--- config.mk ---
export PLATFORM = sky130hd
export DESIGN_NAME = cache_mem_bridge
export DESIGN_NICKNAME = d
export VERILOG_FILES = /design/src/rtl/cache_mem_pkg.sv /design/src/rtl/cache_mem_bridge_wb_buffer.sv /design/src/rtl/cache_mem_bridge.sv
export SDC_FILE = /design/constraint.sdc
export NUM_CORES = 2
export LEC_CHECK = 0
export BUFFER_PORTS_ARGS = -buffer_cell sky130_fd_sc_hd__clkbuf_2
export CAP_MARGIN = 20
export CORE_ASPECT_RATIO = 1.75
export CORE_MARGIN = 2
export CORE_UTILIZATION = 58
export CTS_CLUSTER_DIAMETER = 100
export CTS_CLUSTER_SIZE = 28
export DETAILED_ROUTE_END_ITERATION = 7
export HOLD_SLACK_MARGIN = 0.08
export MAX_ROUTING_LAYER = met4
export PLACE_DENSITY = 0.8
export SLEW_MARGIN = 20
export SYNTH_ARGS = -nofsm -noshare
export SYNTH_HDL_FRONTEND = slang
export SYNTH_SLANG_ARGS = --single-unit
--- constraint.sdc ---
create_clock -name clk -period 24.5 [get_ports clk]
set_clock_uncertainty 0.1 [all_clocks]
set_input_delay 2.45 -clock clk [delete_from_list [all_inputs] [get_ports clk]]
set_output_delay 2.45 -clock clk [all_outputs]
set_load 0.005 [all_outputs]
--- src/rtl/cache_mem_pkg.sv ---
// Shared types and size helpers for the cache-to-memory bridge.
package cache_mem_pkg;

    typedef enum logic [1:0] {
        IDLE  = 2'd0,
        FILL  = 2'd1,
        FWD   = 2'd2,
        DRAIN = 2'd3
    } bridge_state_e;

    localparam int unsigned DEFAULT_ADDRESS_WIDTH = 32;
    localparam int unsigned DEFAULT_LINE_WIDTH    = 256;

    // Buffered write-back line: base address plus full line payload.
    typedef struct packed {
        logic [DEFAULT_ADDRESS_WIDTH-1:0] lineBase;
        logic [DEFAULT_LINE_WIDTH-1:0]    lineData;
    } wb_entry_t;

    function automatic int unsigned beatCount(input int unsigned blockSize,
                                              input int unsigned memWidth);
        return (8 * blockSize) / memWidth;
    endfunction

    function automatic int unsigned indexWidth(input int unsigned n);
        return (n > 1) ? $clog2(n) : 1;
    endfunction

endpackage

--- src/rtl/cache_mem_bridge_wb_buffer.sv ---
// Circular write-back FIFO with a combinational youngest-entry line lookup.
module wb_buffer
    import cache_mem_pkg::*;
#(
    parameter int unsigned DEPTH         = 2,
    parameter int unsigned ADDRESS_WIDTH = 32,
    parameter int unsigned LINE_WIDTH    = 256,
    parameter type         ENTRY_T       = wb_entry_t,
    localparam int unsigned COUNT_WIDTH  = $clog2(DEPTH + 1)
) (
    input  logic                     clk,
    input  logic                     reset,
    input  logic                     push,
    input  ENTRY_T                   pushEntry,
    input  logic                     pop,
    output ENTRY_T                   head,
    output logic [COUNT_WIDTH-1:0]   count,
    input  logic [ADDRESS_WIDTH-1:0] matchAddress,
    output logic                     matchHit_c,
    output logic [LINE_WIDTH-1:0]    matchData_c
);

    localparam int unsigned PTR_WIDTH = indexWidth(DEPTH);

    ENTRY_T                 entries [DEPTH];
    logic [PTR_WIDTH-1:0]   headPtr;
    logic [PTR_WIDTH-1:0]   tailPtr;
    logic [COUNT_WIDTH-1:0] countQ;
    logic                   doPush;
    logic                   doPop;

    function automatic logic [PTR_WIDTH-1:0] nextPtr(input logic [PTR_WIDTH-1:0] p);
        return (p == PTR_WIDTH'(DEPTH - 1)) ? '0 : p + PTR_WIDTH'(1);
    endfunction

    assign doPush = push && (countQ < COUNT_WIDTH'(DEPTH));
    assign doPop  = pop && (countQ != '0);
    assign head   = entries[headPtr];
    assign count  = countQ;

    always_ff @(posedge clk or posedge reset) begin
        if (reset) begin
            headPtr <= '0;
            tailPtr <= '0;
            countQ  <= '0;
        end else begin
            if (doPush) tailPtr <= nextPtr(tailPtr);
            if (doPop)  headPtr <= nextPtr(headPtr);
            case ({doPush, doPop})
                2'b10:   countQ <= countQ + COUNT_WIDTH'(1);
                2'b01:   countQ <= countQ - COUNT_WIDTH'(1);
                default: countQ <= countQ;
            endcase
        end
    end

    // Payload storage needs no reset; occupancy is tracked by the pointers.
    always_ff @(posedge clk) begin
        if (doPush) entries[tailPtr] <= pushEntry;
    end

    // Walk oldest to youngest so the youngest matching entry wins.
    always_comb begin
        matchHit_c  = 1'b0;
        matchData_c = entries[headPtr].lineData;
        for (int unsigned age = 0; age < DEPTH; age++) begin
            if ((age < 32'(countQ)) &&
                (entries[PTR_WIDTH'((32'(headPtr) + age) % DEPTH)].lineBase == matchAddress)) begin
                matchHit_c  = 1'b1;
                matchData_c = entries[PTR_WIDTH'((32'(headPtr) + age) % DEPTH)].lineData;
            end
        end
    end

endmodule

--- src/rtl/cache_mem_bridge.sv ---
// Splits whole-line fills and write-backs into memory beats, with a
// write-back buffer that can also serve fills that hit a pending line.
module cache_mem_bridge
    import cache_mem_pkg::*;
#(
    parameter int unsigned ADDRESS_WIDTH = 32,
    parameter int unsigned BLOCK_SIZE    = 32,
    parameter int unsigned MEM_WIDTH     = 64,
    parameter int unsigned WB_DEPTH      = 2
) (
    input  logic                               clk,
    input  logic                               reset,
    input  logic                               fillReq,
    input  logic [ADDRESS_WIDTH-1:0]           fillAddress,
    output logic                               fillReady,
    output logic                               fillValid,
    output logic [8*BLOCK_SIZE-1:0]            fillData,
    input  logic                               wbReq,
    input  logic [ADDRESS_WIDTH-1:0]           wbAddress,
    input  logic [8*BLOCK_SIZE-1:0]            wbData,
    output logic                               wbReady,
    output logic [$clog2(WB_DEPTH+1)-1:0]      wbCount,
    output logic                               memReq,
    output logic                               memWrite,
    output logic [ADDRESS_WIDTH-1:0]           memAddress,
    output logic [MEM_WIDTH-1:0]               memWriteData,
    input  logic                               memAck,
    input  logic [MEM_WIDTH-1:0]               memReadData
);

    localparam int unsigned LINE_WIDTH  = 8 * BLOCK_SIZE;
    localparam int unsigned BEATS       = beatCount(BLOCK_SIZE, MEM_WIDTH);
    localparam int unsigned BEAT_WIDTH  = indexWidth(BEATS);
    localparam int unsigned BEAT_BYTES  = MEM_WIDTH / 8;
    localparam int unsigned COUNT_WIDTH = $clog2(WB_DEPTH + 1);

    typedef struct packed {
        logic [ADDRESS_WIDTH-1:0] lineBase;
        logic [LINE_WIDTH-1:0]    lineData;
    } entry_t;

    function automatic logic [ADDRESS_WIDTH-1:0] lineBaseOf(input logic [ADDRESS_WIDTH-1:0] a);
        return a & ~ADDRESS_WIDTH'(BLOCK_SIZE - 1);
    endfunction

    function automatic logic [ADDRESS_WIDTH-1:0] beatAddress(input logic [ADDRESS_WIDTH-1:0] base,
                                                             input logic [BEAT_WIDTH-1:0]    beat);
        return base + ADDRESS_WIDTH'(32'(beat) * BEAT_BYTES);
    endfunction

    bridge_state_e             stateQ, stateD;
    logic [BEAT_WIDTH-1:0]     beatQ, beatD;
    logic [ADDRESS_WIDTH-1:0]  fillBaseQ, fillBaseD;
    logic [LINE_WIDTH-1:0]     lineBufQ, lineBufD;
    logic                      memReqD;
    logic                      memWriteD;
    logic [ADDRESS_WIDTH-1:0]  memAddressD;
    logic [MEM_WIDTH-1:0]      memWriteDataD;
    logic                      fillValidD;
    logic [LINE_WIDTH-1:0]     fillDataD;

    logic                      wbPop_c;
    entry_t                    wbHead;
    entry_t                    wbPushEntry;
    logic                      matchHit_c;
    logic [LINE_WIDTH-1:0]     matchData_c;
    logic                      beatAck_c;
    logic                      lastBeat_c;
    logic [BEAT_WIDTH-1:0]     nextBeat_c;

    assign wbPushEntry = '{lineBase: lineBaseOf(wbAddress), lineData: wbData};

    wb_buffer #(
        .DEPTH         (WB_DEPTH),
        .ADDRESS_WIDTH (ADDRESS_WIDTH),
        .LINE_WIDTH    (LINE_WIDTH),
        .ENTRY_T       (entry_t)
    ) wbBuffer (
        .clk          (clk),
        .reset        (reset),
        .push         (wbReq),
        .pushEntry    (wbPushEntry),
        .pop          (wbPop_c),
        .head         (wbHead),
        .count        (wbCount),
        .matchAddress (lineBaseOf(fillAddress)),
        .matchHit_c   (matchHit_c),
        .matchData_c  (matchData_c)
    );

    assign fillReady  = (stateQ == IDLE);
    assign wbReady    = (wbCount < COUNT_WIDTH'(WB_DEPTH));
    assign beatAck_c  = memReq && memAck;
    assign lastBeat_c = (beatQ == BEAT_WIDTH'(BEATS - 1));
    assign nextBeat_c = lastBeat_c ? '0 : beatQ + BEAT_WIDTH'(1);

    always_ff @(posedge clk or posedge reset) begin
        if (reset) begin
            stateQ       <= IDLE;
            beatQ        <= '0;
            fillBaseQ    <= '0;
            lineBufQ     <= '0;
            memReq       <= 1'b0;
            memWrite     <= 1'b0;
            memAddress   <= '0;
            memWriteData <= '0;
            fillValid    <= 1'b0;
            fillData     <= '0;
        end else begin
            stateQ       <= stateD;
            beatQ        <= beatD;
            fillBaseQ    <= fillBaseD;
            lineBufQ     <= lineBufD;
            memReq       <= memReqD;
            memWrite     <= memWriteD;
            memAddress   <= memAddressD;
            memWriteData <= memWriteDataD;
            fillValid    <= fillValidD;
            fillData     <= fillDataD;
        end
    end

    // Next-state and next-register values; a started burst always runs to its final ack.
    always_comb begin
        stateD        = stateQ;
        beatD         = beatQ;
        fillBaseD     = fillBaseQ;
        lineBufD      = lineBufQ;
        memReqD       = memReq;
        memWriteD     = memWrite;
        memAddressD   = memAddress;
        memWriteDataD = memWriteData;
        fillValidD    = 1'b0;
        fillDataD     = fillData;
        wbPop_c       = 1'b0;

        case (stateQ)
            IDLE: begin
                if (fillReq) begin
                    if (matchHit_c) begin
                        stateD     = FWD;
                        fillDataD  = matchData_c;
                        fillValidD = 1'b1;
                    end else begin
                        stateD        = FILL;
                        beatD         = '0;
                        fillBaseD     = lineBaseOf(fillAddress);
                        memReqD       = 1'b1;
                        memWriteD     = 1'b0;
                        memAddressD   = lineBaseOf(fillAddress);
                        memWriteDataD = '0;
                    end
                end else if (wbCount != '0) begin
                    stateD        = DRAIN;
                    beatD         = '0;
                    memReqD       = 1'b1;
                    memWriteD     = 1'b1;
                    memAddressD   = wbHead.lineBase;
                    memWriteDataD = wbHead.lineData[0 +: MEM_WIDTH];
                end
            end

            FILL: begin
                if (beatAck_c) begin
                    lineBufD[32'(beatQ) * MEM_WIDTH +: MEM_WIDTH] = memReadData;
                    beatD = nextBeat_c;
                    if (lastBeat_c) begin
                        stateD     = IDLE;
                        memReqD    = 1'b0;
                        fillValidD = 1'b1;
                        fillDataD  = lineBufD;
                    end else begin
                        memAddressD = beatAddress(fillBaseQ, nextBeat_c);
                    end
                end
            end

            FWD: begin
                stateD = IDLE;
            end

            DRAIN: begin
                if (beatAck_c) begin
                    beatD = nextBeat_c;
                    if (lastBeat_c) begin
                        stateD    = IDLE;
                        memReqD   = 1'b0;
                        memWriteD = 1'b0;
                        wbPop_c   = 1'b1;
                    end else begin
                        memAddressD   = beatAddress(wbHead.lineBase, nextBeat_c);
                        memWriteDataD = wbHead.lineData[32'(nextBeat_c) * MEM_WIDTH +: MEM_WIDTH];
                    end
                end
            end

            default: stateD = IDLE;
        endcase
    end

endmodule

# After elaboration in Yosys (flattened, before gate mapping)
# Memory sizes are Yosys's and may differ from the RTL's.
# Index checks and enable logic that the tools add are counted.
[word_totals]
mem_count = 1
in_bits = 389
reg_bits = 646
word_cells = 127
ramBits = 566
[memory_table]
columns = ["name", "words", "width", "read_ports", "rd_clocked_by_memory_dff", "write_ports", "line_no", "text"]
rows = [
  ["wbBuffer.entries", 2, 283, 2, 0, 1, "cache_mem_bridge_wb_buffer.sv:25", "ENTRY_T entries [DEPTH];"],
]
[classes]
addsub = 9
eq_ne = 20
bitwise = 1
mux = 55
reduce_logical = 22
n_shift = 3
magnitude_cmp = 3
[op_table]
columns = ["operator", "n"]
rows = [
  ["256-bit 2-to-1 mux", 5],
  ["256-bit one-hot mux with 2 select lines", 1],
  ["64-bit 2-to-1 mux", 5],
  ["256-bit bitwise mux", 1],
  ["64-bit by 34-bit variable shift with 256-bit output (first input constant)", 1],
  ["256-bit by 9-bit indexed part select with 64-bit output", 1],
  ["64-bit by 34-bit indexed part select with 256-bit output", 1],
  ["32-bit 2-to-1 mux", 7],
  ["64-bit one-hot mux with 2 select lines", 1],
  ["32-bit one-hot mux with 3 select lines", 1],
  ["32-bit by 5-bit adder with 32-bit output", 2],
  ["32-bit == test", 2],
  ["8-bit negation with 34-bit output", 1],
  ["2-bit 2-to-1 mux", 10],
  ["5-bit AND reduction", 4],
  ["1-bit 2-to-1 mux", 18],
  ["2-bit inequality test (second input constant)", 7],
  ["2-bit nonzero test", 5],
  ["2-bit == test (second input constant)", 4],
  ["2-bit one-hot mux with 2 select lines", 2],
  ["7-bit AND reduction", 1],
  ["2-bit by 1-bit inequality test with 1-bit output (second input constant)", 3],
  ["1-bit one-hot mux with 2 select lines", 3],
  ["2-bit one-hot mux with 3 select lines", 1],
  ["16 further kinds", 26],
]

# Longest topological paths before layout
# An unclocked memory read counts as a cell.
[logic_depth]
depth_word = 8
ltp_mapped = 13
depth_no_buf = 9

# Hierarchy
# Synthesis repeated with hierarchy kept, for this count alone.
[unflattened]
cells_unflattened = 6694
area_unflattened_um2 = 64674.5
[modules_own_cells]
columns = ["module", "cells_per_inst", "n_inst", "seq_area_each_um2", "area_per_inst_um2"]
rows = [
  ["wb_buffer", 3094, 1, 17396.7, 32837.7],
  ["cache_mem_bridge", 3600, 1, 16065.4, 31836.8],
]

# Worst setup path before layout
# Ideal clock, no wire load.
[synth_timing]
kind = "input-to-reg"
from = "input wbReq"
to = "memory wbBuffer.entries[0][0] (netlist name), enable pin"
setup_slack_ns = 9.205
path_stages = 2
n_path_buf = 0
required_time_ns = 23.468
t_arrival_ns = 14.263
cell_sequence = "nand2_1 > nor2_1"
[synth_via]
elab_chain_cells = 3
[synth_lines]
columns = ["item", "line_no", "text"]
rows = [
  ["start: declaration", "cache_mem_bridge.sv:18", "input logic wbReq,"],
  ["1-bit logical AND", "cache_mem_bridge_wb_buffer.sv:36", "assign doPush = push && (countQ < COUNT_WIDTH'(DEPTH));"],
  ["1-bit 2-to-1 mux", "cache_mem_bridge_wb_buffer.sv:59", "if (doPush) entries[tailPtr] <= pushEntry;"],
  ["1-bit 2-to-1 mux (implied by the code)", "cache_mem_bridge_wb_buffer.sv:59", ""],
  ["end: declaration", "cache_mem_bridge_wb_buffer.sv:25", ""],
]
# No other way between the ends.

# Final worst setup path
[layout_timing]
from = "register wbBuffer.headPtr"
to = "register fillData[129]"
[layout_via]
elab_chain_cells = 8
elab_cells_between_ends = 14
[layout_lines]
columns = ["item", "line_no", "text"]
rows = [
  ["start: declaration", "cache_mem_bridge_wb_buffer.sv:26", "logic [PTR_WIDTH-1:0] headPtr;"],
  ["start signal: assignment", "cache_mem_bridge_wb_buffer.sv:48", "if (doPop) headPtr <= nextPtr(headPtr);"],
  ["1-bit adder", "cache_mem_bridge_wb_buffer.sv:68, cache_mem_bridge_wb_buffer.sv:70", ""],
  ["memory 2 x 283 bit *", "n/a", ""],
  ["32-bit == test", "cache_mem_bridge_wb_buffer.sv:68", "(entries[PTR_WIDTH'((32'(headPtr) + age) % DEPTH)].lineBase == matchAddress)) begin"],
  ["1-bit logical AND", "cache_mem_bridge_wb_buffer.sv:67", "if ((age < 32'(countQ)) &&"],
  ["256-bit 2-to-1 mux", "cache_mem_bridge_wb_buffer.sv:67", ""],
  ["256-bit 2-to-1 mux", "cache_mem_bridge.sv:140", "if (matchHit_c) begin"],
  ["256-bit 2-to-1 mux", "cache_mem_bridge.sv:139", "if (fillReq) begin"],
  ["256-bit one-hot mux with 2 select lines", "cache_mem_bridge.sv:137", "case (stateQ)"],
  ["end signal: assignment", "cache_mem_bridge.sv:119", "fillData <= fillDataD;"],
  ["end: declaration", "cache_mem_bridge.sv:17", "output logic [8*BLOCK_SIZE-1:0] fillData,"],
]
# Mark *: on every way between the ends. The rest lies on a longest branch, timed or not. The select of a mux whose other input is x is not followed.
# A chain may end at the register's enable or synchronous reset.

==> flow_metrics.py <==
metrics = {
    "run_status": {
        "status": "finished, final reports clean",
    },
    "power": {
        "p_comb_share_pct": 44.5,
        "pwr_density_cell_mw_per_mm2": 126,
        "internal-power_mw": 4.43,
        "swShare_pct": 41.0,
        "power_leakage_nw": 23.9,
        "peakVddDrop_v": 0.000123,
        "power_frac_seq_pct": 41.7,
        "clkPwrFrac_pct": 13.8,
        "switchingPower_mw": 3.08,
    },
    "synthesis": {
        "synth_top_family_by_area": "compound AO/OA/AOI/OAI gates",
        "syn-cell-area_mm2": 0.0538,
        "synth_top_area_cell": "edfxtp_1",
        "synth_area_leaders": "edfxtp_1 32%, dfrtp_1 30%, a221o_1 4.8%",
        "ys_seq_area_share_pct": 61.5,
        "synth_fa_ha_area_share_pct": 0.303,
        "synth_cell_types": 48,
        "synthMuxAreaShare_pct": 7.49,
        "synthCells": 4115,
        "syn_avg_cell_area_um2": 13.1,
        "yosysMostFrequentCell": "dfrtp_1",
        "yosysWarnings": 0,
        "ys.flop_type": "dfrtp_1",
        "synthXorXnorAreaFrac_pct": 0.945,
        "async_flop_share_pct": 53.2,
        "synth_edf_count": 566,
        "synthTopCellsByCount": "643 x dfrtp_1, 566 x edfxtp_1, 304 x nand2_1",
        "synth_compound_area_share_pct": 20.7,
        "yosys_register_bits": 1209,
        "yosysTopAreaCellShare_pct": 31.6,
        "synthSimpleGateAreaFrac_pct": 5.47,
    },
    "clock_network": {
        "cts-root-buf": "clkbuf_16",
        "cts_resized": 0,
        "htree_levels": 2,
        "cts_tree": "built",
        "cts_setup_buffers": 0,
        "insertion_delay_ns": 0.67,
        "ctsLongestPathBuffers": 3,
        "cts.sinks": 1209,
        "hold_buffers": 0,
        "numCtsBuffers": 49,
        "clkTransAtPathRegs_ns": 0.12,
    },
    "sta": {
        "setup_viol": 0,
        "worstMarginPinSlew_ns": 1.22,
        "holdWs_ns": 0.390,
        "finalWorstSetupSlack_ns": 17.28,
        "fin_setup_tns_ns": 0,
        "hold_violations": 0,
        "fmaxAchievable_mhz": 139,
        "rsz0062_at_grt": "no",
        "fin_crit_sh_pct": 29.5,
        "drv_slew": 0,
        "max_slew_margin_pct": 18.4,
        "min_period_ns": 7.22,
    },
    "setup_path": {
        "crit_slowest_cell": "dfrtp_4",
        "crit_chain": "buf_4 > mux2i_1 > xnor2_1 > nor4_1 > nand4_1 > nor2_1 > mux2i_4 > buf_12 > buf_4 > o221ai_1 > o31ai_1",
        "endpoint_kind": "flip-flop",
        "arrival_ns": 7.68,
        "crit-reg2reg-launch": "wbBuffer.headPtr$_DFFE_PP0P_",
        "crit_start": "wbBuffer.headPtr$_DFFE_PP0P_",
        "start_kind": "flip-flop",
        "crit_fanout": 174,
        "worst_ep_required_time_ns": 24.96,
        "critPathMaxStageDelay_ns": 1.07,
        "cpMostUsedCell": "buf_4",
        "crit_type": "reg2reg",
    },
    "final_layout": {
        "area_delta_synth_final_pct": 10.8,
        "drive_above_1_share_pct": 22.7,
        "final_nets": 4912,
    },
    "drt": {
        "first_iter_violations": 5802,
        "ant_nets": 0,
        "wl_per_cell_um": 32.4,
        "vias": 42100,
        "drt_pre_antenna_iters": 7,
        "wl_um": 188000,
        "drc": 0,
        "via_per_inst": 7.25,
    },
    "floorplanning": {
        "io_pins": 748,
        "die_h_um": 407,
        "initial_core_util_pct": 58.6,
        "coreArea_mm2": 0.0918,
        "dieArea_mm2": 0.0952,
        "die_x_um": 234,
        "rows": 147,
    },
    "grt": {
        "grt.total_usage_pct": 40.1,
        "grt_pass1_vias": 41400,
        "grt_max_degree": 212,
        "gr-total-overflow": 0,
        "grt_pass1_wl_um": 272000,
        "antenna_found_initial": 50,
    },
    "placement": {
        "dp_slack_ns": 17.40,
        "gp_congestion": 1.03,
        "portBuffers": 734,
        "dp_hpwl_um": 114000,
    },
    "hold_path": {
        "worstHoldStart": "fillData[116]$_DFFE_PP0P_",
        "min_path_type": "reg2reg",
    },
    "flow_run": {
        "cap_violations": 0,
    },
}
flip-flops by register name (all words and copies together) (netlist names):
name,count
wbBuffer.headPtr,1
wbBuffer.entries,566
wbBuffer.count,2
stateQ,2
memWrite,1
fillValid,1
memReq,1
memAddress,29
wbBuffer.tailPtr,1
fillBaseQ,27
memWriteData,64
fillData,256
beatQ,2
lineBufQ,256
final timing paths:
kind                                         endpoint  slack (ns)  cells after the start
min                         fillData[116]$_DFFE_PP0P_        0.39                      2
min in group asynchronous  memAddress[19]$_DFFE_PP0P_        1.76                      2
max                         fillData[129]$_DFFE_PP0P_       17.28                     11
max reg2reg                 fillData[129]$_DFFE_PP0P_       17.28                     11
min reg2reg                 fillData[116]$_DFFE_PP0P_        0.39                      2
max in group asynchronous   lineBufQ[181]$_DFFE_PP0P_       18.42                      6
final cells by class:
cell class                 instances  area [µm²]
clock buffer                      89        1420
antenna                           58         145
multi-input combinational       2440       19000
timing repair buffer             795        4310
inverter                          15        78.8
clock inverter                     2        38.8
tap                             1192        1490
sequential                      1209       33100
fill                            6790       32200
through the flow:
stage | instance area [µm²] | std cells | total power [mW] | util [%]
finish | 59600 | 5800 | 7.50 | 64.9
global route | 59500 | 5792 | 7.82 | 64.9
CTS | 59400 | 5739 | 7.42 | 64.7
detailed placement | 57900 | 5648 | 6.41 | 63.1
global placement | 57800 | 5645 | 6.31 | 63.0
floorplan | 53800 | 4117 | 5.24 | -
worst max-delay path, delay by kind of cell, from the launching register on:
kind / cells / cell delay (ns)
AOI/OAI and AO/OA: 2 / 0.55
xor gates and xnor gates: 1 / 0.25
buffers and inverters: 3 / 2.40
DFF: 1 / 1.07
muxes: 2 / 0.65
and+or+nand+nor: 3 / 1.55
kinds of logic (layout without fill, tap and decap cells):
| family | count (synthesis) | in the layout |
|---|---|---|
| flip-flops | 1209 | 1209 |
| AO/OA/AOI/OAI | 1350 | 1350 |
| AND/OR/NAND/NOR | 710 | 710 |
| multiplexers | 306 | 306 |
| XOR/XNOR | 58 | 58 |
| buffers and inverters | 468 | 901 |
| other | 1 | 61 |
| adder cells (fa/ha/maj) | 13 | 13 |
placed cells by master (no fill, tap or decap), types with 64 or more instances in the layout:
master / Yosys / final
a21oi_1: 91 / 91
o31ai_1: 259 / 259
a221o_1: 256 / 256
a22o_1: 256 / 256
o221ai_1: 283 / 283
nor2_1: 297 / 295
mux2i_1: 116 / 115
mux2_2: 81 / 81
clkbuf_2: 0 / 734
nor2b_1: 66 / 66
o22ai_1: 64 / 64
dfrtp_1: 643 / 642
a211oi_1: 128 / 128
edfxtp_1: 566 / 566
nand2_1: 304 / 297
mux4_2: 64 / 64
routing by layer:
layer	up-vias	wire length, µm	global-route usage [%]
met4	0	13900	25.9
met3	645	24000	11.4
li1	17100	-	-
met5	-	0	-
met2	3161	86700	59.1
met1	21100	63200	48.6
power by group through the flow:
stage / Sequential [mW] / Clock [mW] / Combinational, mW
detailed placement: 3.15 / 0 / 3.26
finish: 3.13 / 1.03 / 3.34
CTS: 3.11 / 1.04 / 3.28
floorplan: 3.15 / 0 / 2.09
global placement: 3.12 / 0 / 3.19
global route: 3.18 / 1.10 / 3.55
No activity file was read; power rests on OpenSTA's default activity.
